===== src/rtl/f_ifu_pkg.sv =====
// Shared constants, types and helpers for the fetch unit.
package f_ifu_pkg;

  // Default fetch window and reset PC (legacy Define.v values).
  localparam logic [31:0] F_PC_INIT_DEF = 32'h0000_3000;
  localparam logic [31:0] F_PC_MIN_DEF  = 32'h0000_3000;
  localparam logic [31:0] F_PC_MAX_DEF  = 32'h0000_6FFC;

  localparam logic [31:0] F_PC_STEP = 32'd4;
  localparam logic [31:0] F_NOP     = 32'h0000_0000;

  typedef enum logic [1:0] {
    NPC_HOLD     = 2'd0,
    NPC_SEQ      = 2'd1,
    NPC_REDIRECT = 2'd2
  } npc_sel_e;

  // A fetch address is illegal when misaligned or outside [pc_min, pc_max].
  function automatic logic pc_is_illegal(input logic [31:0] pc,
                                         input logic [31:0] pc_min,
                                         input logic [31:0] pc_max);
    return (pc[1:0] != 2'b00) || (pc < pc_min) || (pc > pc_max);
  endfunction

endpackage


===== src/rtl/f_ifu_if.sv =====
// Fetch-stage signal bundle: pipeline control in, imem access, IF/ID outputs.
interface f_ifu_if;
  logic        F_WE;
  logic        D_Redirect;
  logic [31:0] D_Target;
  logic [31:0] i_inst_addr;
  logic [31:0] i_inst_rdata;
  logic [31:0] F_PC;
  logic [31:0] F_Instr;
  logic        F_ExcAdEL;
  logic        F_Redirected;

  // Fetch unit side.
  modport master (
    input  F_WE, D_Redirect, D_Target, i_inst_rdata,
    output i_inst_addr, F_PC, F_Instr, F_ExcAdEL, F_Redirected
  );

  // Pipeline / memory side.
  modport slave (
    output F_WE, D_Redirect, D_Target, i_inst_rdata,
    input  i_inst_addr, F_PC, F_Instr, F_ExcAdEL, F_Redirected
  );
endinterface


===== src/rtl/f_pc_reg.sv =====
// 32-bit program counter register with reset value and write enable.
module f_pc_reg #(
  parameter logic [31:0] RESET_VAL = 32'h0000_3000
) (
  input  logic        clk,
  input  logic        reset,
  input  logic        we,
  input  logic [31:0] pc_nxt,
  output logic [31:0] pc
);

  logic [31:0] pc_d;
  logic [31:0] pc_q;

  // Load the new value only when enabled, otherwise hold.
  always_comb begin
    pc_d = pc_q;
    if (we) pc_d = pc_nxt;
  end

  // PC storage; reset overrides the enable.
  always_ff @(posedge clk) begin
    if (reset) pc_q <= RESET_VAL;
    else       pc_q <= pc_d;
  end

  assign pc = pc_q;

endmodule


===== src/rtl/f_ifu.sv =====
// Fetch unit: PC sequencing with D-stage redirects (delay slot kept),
// stall hold, and fetch address error flagging.
module f_ifu
  import f_ifu_pkg::*;
#(
  parameter logic [31:0] PC_INIT = F_PC_INIT_DEF,
  parameter logic [31:0] PC_MIN  = F_PC_MIN_DEF,
  parameter logic [31:0] PC_MAX  = F_PC_MAX_DEF
) (
  input logic     clk,
  input logic     reset,
  f_ifu_if.master bus
);

  npc_sel_e    npc_sel;
  logic [31:0] pc;
  logic [31:0] pc_next;
  logic        redirected_d;
  logic        redirected_q;
  logic        exc_adel;

  // A stalled fetch ignores the redirect; D presents it again next cycle.
  always_comb begin
    npc_sel = NPC_HOLD;
    if (bus.F_WE) npc_sel = bus.D_Redirect ? NPC_REDIRECT : NPC_SEQ;
  end

  // Next-PC mux; sequential increment wraps naturally at 2^32.
  always_comb begin
    pc_next = pc;
    case (npc_sel)
      NPC_SEQ:      pc_next = pc + F_PC_STEP;
      NPC_REDIRECT: pc_next = bus.D_Target;
      default:      pc_next = pc;
    endcase
  end

  f_pc_reg #(
    .RESET_VAL (PC_INIT)
  ) u_pc_reg (
    .clk    (clk),
    .reset  (reset),
    .we     (bus.F_WE),
    .pc_nxt (pc_next),
    .pc     (pc)
  );

  // Redirect flag follows the applied redirect and holds during stalls.
  always_comb begin
    redirected_d = redirected_q;
    if (bus.F_WE) redirected_d = bus.D_Redirect;
  end

  // Redirect flag register.
  always_ff @(posedge clk) begin
    if (reset) redirected_q <= 1'b0;
    else       redirected_q <= redirected_d;
  end

  // Exception check and output drive, all from registered state only.
  always_comb begin
    exc_adel         = pc_is_illegal(pc, PC_MIN, PC_MAX);
    bus.i_inst_addr  = pc;
    bus.F_PC         = pc;
    bus.F_ExcAdEL    = exc_adel;
    bus.F_Instr      = exc_adel ? F_NOP : bus.i_inst_rdata;
    bus.F_Redirected = redirected_q;
  end

endmodule

===== src/flat_wrapper.sv =====
// flat-port wrapper written by rule: the top's interface ports become plain ports
module f_ifu_flat import f_ifu_pkg::*;
#(
  parameter logic [31:0] PC_INIT = F_PC_INIT_DEF,
  parameter logic [31:0] PC_MIN  = F_PC_MIN_DEF,
  parameter logic [31:0] PC_MAX  = F_PC_MAX_DEF
)
  (clk, reset, bus_F_WE, bus_D_Redirect, bus_D_Target, bus_i_inst_rdata, bus_i_inst_addr, bus_F_PC, bus_F_Instr, bus_F_ExcAdEL, bus_F_Redirected);
  f_ifu_if bus_i ();
  input logic clk;
  input logic reset;
  input wire logic [$bits(bus_i.F_WE)-1:0] bus_F_WE;
  input wire logic [$bits(bus_i.D_Redirect)-1:0] bus_D_Redirect;
  input wire logic [$bits(bus_i.D_Target)-1:0] bus_D_Target;
  input wire logic [$bits(bus_i.i_inst_rdata)-1:0] bus_i_inst_rdata;
  output wire logic [$bits(bus_i.i_inst_addr)-1:0] bus_i_inst_addr;
  output wire logic [$bits(bus_i.F_PC)-1:0] bus_F_PC;
  output wire logic [$bits(bus_i.F_Instr)-1:0] bus_F_Instr;
  output wire logic [$bits(bus_i.F_ExcAdEL)-1:0] bus_F_ExcAdEL;
  output wire logic [$bits(bus_i.F_Redirected)-1:0] bus_F_Redirected;
  assign bus_i.F_WE = bus_F_WE;
  assign bus_i.D_Redirect = bus_D_Redirect;
  assign bus_i.D_Target = bus_D_Target;
  assign bus_i.i_inst_rdata = bus_i_inst_rdata;
  assign bus_i_inst_addr = bus_i.i_inst_addr;
  assign bus_F_PC = bus_i.F_PC;
  assign bus_F_Instr = bus_i.F_Instr;
  assign bus_F_ExcAdEL = bus_i.F_ExcAdEL;
  assign bus_F_Redirected = bus_i.F_Redirected;
  f_ifu #(.PC_INIT(PC_INIT), .PC_MIN(PC_MIN), .PC_MAX(PC_MAX)) u_core (.clk(clk), .reset(reset), .bus(bus_i));
endmodule

===== config.mk =====
export PLATFORM = sky130hd
export DESIGN_NAME = f_ifu_flat
export DESIGN_NICKNAME = d
export VERILOG_FILES = /design/src/rtl/f_ifu_pkg.sv /design/src/rtl/f_ifu_if.sv /design/src/rtl/f_pc_reg.sv /design/src/rtl/f_ifu.sv /design/src/flat_wrapper.sv
export SDC_FILE = /design/constraint.sdc
export NUM_CORES = 1
export LEC_CHECK = 0
export CAP_MARGIN = 10
export CORE_ASPECT_RATIO = 0.6
export CORE_UTILIZATION = 62
export DETAILED_ROUTE_END_ITERATION = 10
export DONT_BUFFER_PORTS = 1
export GPL_TIMING_DRIVEN = 0
export HOLD_SLACK_MARGIN = 0.03
export PLACE_DENSITY_LB_ADDON = 0.05
export SYNTH_ARGS = -nofsm -noshare
export SYNTH_HDL_FRONTEND = slang
export SYNTH_SLANG_ARGS = --single-unit

===== constraint.sdc =====
create_clock -name clk -period 2.05 [get_ports clk]
set_input_delay 0.3075 -clock clk [delete_from_list [all_inputs] [get_ports clk]]
set_output_delay 0.3075 -clock clk [all_outputs]
set_load 0.02 [all_outputs]

==> reports/metrics.csv, run 1 <==
metric,value,unit
outcome,finished with violations,
violations,negative setup slack,
setup_ws,-0.120,ns
drtPass1Iterations,5,
clkTransAtPathRegs,0.07,ns
ys.flop_type,dfxtp_1,
drv_cap,0,
critical_path_arrival,1.86,ns
dpl.cell_count,412,
period_share,106,%
grt_max_degree,11,
antenna_found_initial,0,
clock-sinks,33,
crit_fanout,10,
final_cells,430,
place.gp.congestion,0.952,
row_count,18,
finalSetupTns,-2.91,ns
total_power,1.87,mW
grt-ovfl-total,0,
maxSlewHeadroom,58.2,%
timing.fmax,461,MHz
synth_cell_types,58,
start_util,65.1,%
ys_ff_latch,33,
drc,0,
cp_num_buf_inv,2,
cts_tree,built,
ys.warnings.count,0,
cp.required,1.74,ns
p_clk_share,27.3,%
cp-start-kind,flop,
avgSynthCellArea,7.62,sq um
drive_gt1_share,40.3,%
p_sw,706,uW
rrSetupSlack,0.08,ns
nFillCells,300,
cts_inserted_buffers,5,
path_cells,nor4_4 -> nand2_1 -> nor3_4 -> buf_6 -> clkbuf_8 -> and2_4,
worstSetupEndpointType,output port,
fin_skew,0.00427,ns
cp-startpoint,u_core.u_pc_reg.pc[19],
fp.dieH,53.0,um
regToRegStartpoint,u_core.u_pc_reg.pc[15],
syn-num-nets,421,
synth_seq_area_share,24.6,%
powerDensity,573,mW/mm^2
cpPeakStageDelay,0.41,ns
syn_area,0.00268,sq mm
cts_buffer_depth,2,
crit_cells,6,
final_cell_area,0.00325,sq mm
port_buffers,0,
cts_root_buf,clkbuf_8,
grt_pass1_vias,2536,
die_w,86.9,um
track_usage,39.8,%
final_cell_mix,"buf_4, and2_4, nor2_1, nand2_1, a21oi_1",
io_pins,166,
worstMarginPinSlew,0.627,ns
grt_pass1_wl,13500,um
leakage,1.24,nW
setup_viol,33,
final_common_cell,buf_4,
vias,2872,
pwr-share-seq,43.7,%
area_growth,21.3,%
hold_viol,0,
reg2reg_depth,6,
rsz0062_at_grt,true,
rr_endpoint,u_core.u_pc_reg.pc[31],
diodes,0,
swShare,37.9,%
nNetsFinal,438,
routed_wl,9280,um
maxSlewViolCount,0,
hpwl,6030,um
async_flop_share,0,%
dpl_cell_area,0.00276,sq mm
finalWorstPathRequiredPeriod,2.17,ns
core_area,0.00412,sq mm
drtAntennaViolNets,0,
min_path_type,input port to flop,
dieArea,0.00460,sq mm
endpoint,bus_F_Instr[5],
synth_edf_count,0,
synthCells,352,
hold_slack,0.128,ns
dr.first_iter.drc_count,305,
h-tree-depth,2,
via_per_inst,6.68,
critPathSlowestCell,dfxtp_4,
critical_path_class,flop to output port,
ir_drop,0.000474,V
cpLargestDelayFamily,simple AND/OR/NAND/NOR gates,
wl_per_cell,21.6,um
p_comb_share,29.0,%
power.internal,1.16,mW
insertion_delay,0.30,ns
[flip-flops by register name (all words and copies together) (netlist names)]
signal / cells
u_core.bus.F_Redirected: 1
u_core.u_pc_reg.pc: 32
[Yosys cell counts (all sizes together) (6+ instances only)]
master / count / share of area (%)
clkbuf: 19 / 3.5
nand3: 15 / 3.3
nor3: 12 / 3.0
nor4: 12 / 3.8
inv: 8 / 1.1
and2: 34 / 7.9
a21oi: 20 / 3.7
nor2: 26 / 3.6
a22oi: 13 / 3.6
mux2i: 10 / 3.7
nor2b: 6 / 1.4
nand2: 23 / 3.2
a31oi: 6 / 1.4
o21ai: 8 / 1.5
buf: 38 / 11
dfxtp: 33 / 25
nand4: 6 / 1.4
[power groups by stage]
stage | logic [mW] | registers (mW) | clock network (mW)
5_1_grt | 0.576 | 0.824 | 0.530
3_3_place_gp | 0.414 | 0.819 | 0
4_1_cts | 0.509 | 0.818 | 0.493
3_5_place_dp | 0.421 | 0.822 | 0
6_report | 0.541 | 0.816 | 0.509
2_1_floorplan | 0.363 | 0.798 | 0
[layout make-up]
class                   instances  area (sq um)  area share (%)
plain buffers                  56           419            12.9
well taps                      60          75.1            2.31
flip-flops and latches         33           743            22.8
clock buffers                   8          80.1            2.46
repair buffers                 11           105            3.23
inverters                       8          30.0           0.923
multi-input cells             254          1800            55.4
[logic make-up after synthesis]
logic type	share of synthesized area [%]
AND/OR/NAND/NOR	33.7
AO/OA/AOI/OAI	20.8
buffers and inverters	15.2
flip-flops	24.6
multiplexers	4.57
XOR/XNOR	0.653
adder cells (fa/ha/maj)	0.466
[per-layer routing]
layer  wire [um]  vias up  GRT usage [%]
li1            -     1280              -
met1        3710     1327           54.1
met4         281        0           14.2
met5           0        -              0
met2        3970      229           57.2
met3        1310       36           14.7
[worst min path at each step]
stage                     cells after the start                    end             from
final                                         2  u_core.u_pc_reg.pc[1]  bus_D_Target[1]
after global routing                          2  u_core.u_pc_reg.pc[1]  bus_D_Target[1]
after CTS                                     2  u_core.u_pc_reg.pc[1]  bus_D_Target[1]
after detailed placement                      2  u_core.u_pc_reg.pc[1]  bus_D_Target[1]
after global placement                        2  u_core.u_pc_reg.pc[1]  bus_D_Target[1]
after floorplan                               2  u_core.u_pc_reg.pc[0]  bus_D_Target[0]
[through the flow]
| step | utilization, % | setup slack (ns) |
|---|---|---|
| after global placement | 67.1 | -0.170 |
| final | 79.0 | -0.120 |
| after floorplan | - | 0.0506 |
| after global routing | 79.0 | -0.179 |
| after detailed placement | 67.1 | -0.239 |
| after CTS | 76.8 | -0.0344 |
[timing repair]
item,in CTS,in global routing
pin swaps,21,18
setup endpoints to repair,46,45
buffers inserted,6,3
gates cloned,1,1
hold buffers,0,0
endpoints found under the hold margin,0,0
gates resized for setup,129,16
Power figures use the tool's default switching activity.
==> run 2, diff against run 1 <==
CORE_UTILIZATION = 40   (was 62)
==> run 2 against run 1 <==
The flow still finishes with violations (negative setup slack). Flip-flop and latch count unchanged. Total power about the same. Non-clock buffer count increased by 5. Sequential share of layout area decreased by 0.078 points. Clock skew increased by 0.0060 ns. Cell area increased by 2.5%. Highest routed layer unchanged. Sequential power decreased by 0.9%. Critical endpoint is now bus_F_Instr[31]. First-iteration DRC count decreased by 30%. Die area increased by 53%. Clock-buffer cell count decreased by 3. Register-to-register slack about the same. Combinational power about the same.
==> reports/metrics.csv, run 2 (synthesis gave the netlist of run 1 again) <==
metric,value,unit
outcome,finished with violations,
violations,negative setup slack,
grt_pass1_vias,2373,
final_cells,459,
setup_viol,32,
drive_gt1_share,41.1,%
worstSetupEndpointType,output port,
fp.dieH,65.5,um
area_growth,24.3,%
cts_inserted_buffers,5,
final_cell_area,0.00334,sq mm
maxSlewHeadroom,54.6,%
finalSetupTns,-1.70,ns
via_per_inst,5.99,
h-tree-depth,2,
fin_util,52.9,%
fin_skew,0.0102,ns
rr_endpoint,u_core.u_pc_reg.pc[26],
hold_end,u_core.u_pc_reg.pc[1],
port_buffers,0,
maxSlewViolCount,0,
vias,2748,
whs_path_depth,2,
drc,0,
place.gp.congestion,0.923,
rsz0062_at_grt,true,
critical_path_arrival,1.80,ns
critical_path_class,flop to output port,
drtPass1Iterations,5,
final_cell_mix,"buf_4, and2_4, nor2_1, dfxtp_4, nand2_1",
final_common_cell,buf_4,
dpl_cell_area,0.00279,sq mm
start_util,42.6,%
worstMarginPinSlew,0.678,ns
dpl.cell_count,436,
core_area,0.00630,sq mm
grt_use_met2,36.4,%
grtUsageMet3,6.45,%
pre_cts_slack,-0.343,ns
insertion_delay,0.30,ns
multi_input_area,0.00178,sq mm
antenna_found_initial,0,
cts_hold_buf,0,
wl_per_cell,20.8,um
setup_ws,-0.0608,ns
track_usage,26.3,%
clkTransAtPathRegs,0.09,ns
crit_fanout,7,
cp.required,1.74,ns
grt_max_degree,12,
cts_tree,built,
period_share,103,%
min_path_type,input port to flop,
rrSetupSlack,0.08,ns
drtAntennaViolNets,0,
die_w,108,um
leakage,1.28,nW
dieArea,0.00705,sq mm
largest_reg_flops,32,
finalWorstPathRequiredPeriod,2.11,ns
cp-start-kind,flop,
diodes,0,
nFillCells,612,
row_count,22,
powerDensity,560,mW/mm^2
dr.first_iter.drc_count,215,
grt-ovfl-total,0,
hpwl,6780,um
regToRegStartpoint,u_core.u_pc_reg.pc[18],
min_from,bus_D_Target[1],
busiest_layer,met1,
nNetsFinal,443,
hold_viol,0,
grt_pass1_wl,13900,um
clock-sinks,33,
ir_drop,0.000268,V
use_met1,41.3,%
cp-startpoint,u_core.u_pc_reg.pc[29],
cts_buffer_depth,2,
routed_wl,9530,um
io_pins,166,
reg2reg_depth,8,
cts_root_buf,clkbuf_8,
seq_area,759,sq um
timing.fmax,474,MHz
drv_cap,0,
==> run 2: worst max path at each step <==
stage,end,depth (start not counted)
detailed placement,bus_F_Instr[30],6
global placement,bus_F_Instr[25],6
floorplan,bus_F_Instr[22],6
global route,bus_F_Instr[4],6
CTS,bus_F_Instr[30],6
finish,bus_F_Instr[31],6
==> run 2: metrics by stage <==
stage,hold WS [ns],power (mW)
detailed placement,0.457,1.25
global placement,0.453,1.25
global route,0.160,1.95
CTS,0.135,1.86
finish,0.139,1.87
floorplan,0.444,1.16
==> run 2: worst max-delay path: stages (launching register included) <==
cell and delay [ns]:
dfxtp_4 0.40, nor4_4 0.30, nand3_2 0.13, nor3_4 0.19, buf_6 0.16, buf_4 0.12, and2_2 0.20
==> run 2: timing repair <==
action | CTS | global route
gates resized for setup | 125 | 24
cloned | 3 | 0
endpoints found under the setup margin | 49 | 45
pin swaps | 35 | 9
setup buffers | 8 | 6
==> run 2: metal layers <==
metal / vias up / wire length [um]
li1: 1289 / -
met2: 131 / 4050
met4: 0 / 16
met5: - / 0
met1: 1326 / 4510
met3: 2 / 960
==> run 2: where the power goes <==
group          internal (mW)  switching, mW  total (mW)
clock                  0.235          0.280       0.515
combinational          0.245          0.298       0.543
sequential             0.673          0.136       0.809
==> run 2: area by class of cell <==
| type | count | area share, % |
|---|---|---|
| clock buffer | 5 | 2.06 |
| tap | 84 | 3.15 |
| clock inverter | 3 | 0.525 |
| timing repair buffer | 17 | 5.06 |
| inverter | 8 | 0.900 |
| multi-input combinational | 254 | 53.4 |
| sequential | 33 | 22.8 |
| buffer | 55 | 12.2 |
==> run 3, diff against run 2 <==
CORE_ASPECT_RATIO = 1.75   (was 0.6)
CORE_UTILIZATION = 64   (was 40)
HOLD_SLACK_MARGIN = 0.12   (was 0.03)
==> run 3 against run 2 <==
The flow still finishes with violations (negative setup slack). Clock skew shrank 0.0023 ns. Critical path type unchanged. Largest cell class unchanged. Utilization grew 30 points. Worst setup slack lost 0.036 ns. Critical path depth is the same. Hold slack lost 0.0041 ns. Flip-flop and latch count is the same. Sequential power grew 0.9%. First-iteration DRC count shrank 27%. Clock-buffer cell count grew 1.
==> reports/metrics.csv, run 3 (synthesis gave the netlist of run 1 again) <==
metric,value,unit
cpLargestDelayFamily,simple AND/OR/NAND/NOR gates,
track_usage,42.6,%
final_cell_mix,"buf_4, and2_4, nor2_1, nand2_1, a21oi_1",
critical_path_arrival,1.84,ns
final_cells,417,
rsz0062_at_grt,true,
p_clk_share,33.0,%
leakage,1.24,nW
cp.required,1.74,ns
routed_wl,9420,um
wl_met1,3030,um
grt_max_degree,12,
cp-start-kind,flop,
cp_num_buf_inv,2,
setup_ws,-0.0967,ns
pre_cts_slack,-0.351,ns
total_power,2.03,mW
antenna_found_initial,0,
p_comb_share,26.8,%
maxSlewHeadroom,56.2,%
hold_viol,0,
cts_tree,built,
swShare,35.1,%
row_count,30,
dpl.cell_count,400,
die_w,51.0,um
maxSlewViolCount,0,
wl_per_cell,22.6,um
cpPeakStageDelay,0.40,ns
dr_wl_met2,4820,um
drtPass1Iterations,5,
cts_hold_buf,0,
fp.dieH,87.7,um
area_growth,21.4,%
pwr-share-seq,40.2,%
vias,2843,
critPathSlowestCell,dfxtp_4,
regToRegStartpoint,u_core.u_pc_reg.pc[14],
place.gp.congestion,0.986,
core_area,0.00394,sq mm
reg2reg_depth,6,
drtAntennaViolNets,0,
p_sw,712,uW
hpwl,6570,um
start_util,68.1,%
crit_fanout,7,
drc,0,
finalWorstPathRequiredPeriod,2.15,ns
path_cells,nor4_4 -> nand3_2 -> nor3_4 -> buf_6 -> clkbuf_8 -> and2_4,
diodes,0,
timing.fmax,466,MHz
nFillCells,254,
h-tree-depth,2,
clock-sinks,33,
worstMarginPinSlew,0.653,ns
grt-ovfl-total,0,
seq_area,732,sq um
setup_viol,33,
min_path_type,input port to flop,
rrSetupSlack,0.09,ns
powerDensity,623,mW/mm^2
insertion_delay,0.30,ns
via_per_inst,6.82,
cts_root_buf,clkbuf_8,
cp-startpoint,u_core.u_pc_reg.pc[25],
drv_cap,0,
nNetsFinal,437,
top_layer_used,met4,
final_common_cell,buf_4,
worstSetupEndpointType,output port,
multi_input_area,0.00179,sq mm
largest_reg_flops,32,
rr_endpoint,u_core.u_pc_reg.pc[24],
fin_util,82.6,%
outcome,finished with violations,
critical_path_class,flop to output port,
port_buffers,0,
cts_buffer_depth,2,
crit_cells,6,
dieArea,0.00447,sq mm
ir_drop,0.000545,V
endpoint,bus_F_Instr[7],
grt_pass1_wl,13800,um
clkTransAtPathRegs,0.08,ns
power.internal,1.32,mW
cts_inserted_buffers,5,
period_share,105,%
wl_met3,1080,um
grt_pass1_vias,2678,
fin_skew,0.00796,ns
dr.first_iter.drc_count,157,
io_pins,166,
drive_gt1_share,40.7,%
violations,negative setup slack,
-- run 3: cell count changes in the layout (fill, tap and decap cells not counted), sizes merged --
cell          before  now
bufinv             0    1
dlymetal6s2s       3    0
clkinv             2    0
buf               49   47
-- run 3: worst register-to-register path, cell delays in order, from the launching register on --
cell	delay [ns]
dfxtp_2	0.49
inv_1	0.11
or4_4	0.54
buf_6	0.16
nor3_4	0.16
mux2i_1	0.26
a21oi_1	0.09
-- run 3: final cells by class --
cell class / instances / area share (%)
multi-input combinational: 254 / 55.1
sequential: 33 / 22.5
buffer: 56 / 12.9
timing repair buffer: 10 / 3.15
clock buffer: 6 / 2.54
tap: 48 / 1.84
clock inverter: 2 / 1.15
inverter: 8 / 0.922
-- run 3: repair_timing --
item	in CTS	in global routing
gates resized for setup	125	18
setup buffers	5	2
setup endpoints to repair	49	44
gates cloned	3	0
pin swaps	36	7
-- run 3: power by group through the flow --
stage / Combinational, mW / Clock [mW] / Sequential (mW)
2_1_floorplan: 0.363 / 0 / 0.798
3_3_place_gp: 0.418 / 0 / 0.820
3_5_place_dp: 0.425 / 0 / 0.821
4_1_cts: 0.523 / 0.666 / 0.813
5_1_grt: 0.573 / 0.695 / 0.823
6_report: 0.544 / 0.671 / 0.816
-- run 3: worst min-delay path by stage --
stage / startpoint / end / slack [ns] / cells past startpoint
2_1_floorplan: bus_D_Target[0] / u_core.u_pc_reg.pc[0] / 0.44 / 2
3_3_place_gp: bus_D_Target[0] / u_core.u_pc_reg.pc[0] / 0.45 / 2
3_5_place_dp: bus_D_Target[0] / u_core.u_pc_reg.pc[0] / 0.45 / 2
4_1_cts: bus_D_Target[0] / u_core.u_pc_reg.pc[0] / 0.14 / 2
5_1_grt: bus_D_Target[0] / u_core.u_pc_reg.pc[0] / 0.14 / 2
6_report: bus_D_Target[0] / u_core.u_pc_reg.pc[0] / 0.13 / 2
-- run 3: per-layer routing --
layer / GRT usage [%] / vias to the layer above
li1: - / 1277
met1: 43.8 / 1328
met2: 72.5 / 199
met3: 13.4 / 39
met4: 28.5 / 0
met5: 0 / -
-- run 3: stage by stage --
stage               area [sq um]  TNS, ns  hold WS (ns)
floorplan                   2690        0         0.444
global placement            2750    -8.57         0.447
detailed placement          2750   -10.85         0.451
CTS                         3190    -1.83         0.144
global route                3260    -4.23         0.139
finish                      3260    -2.50         0.135
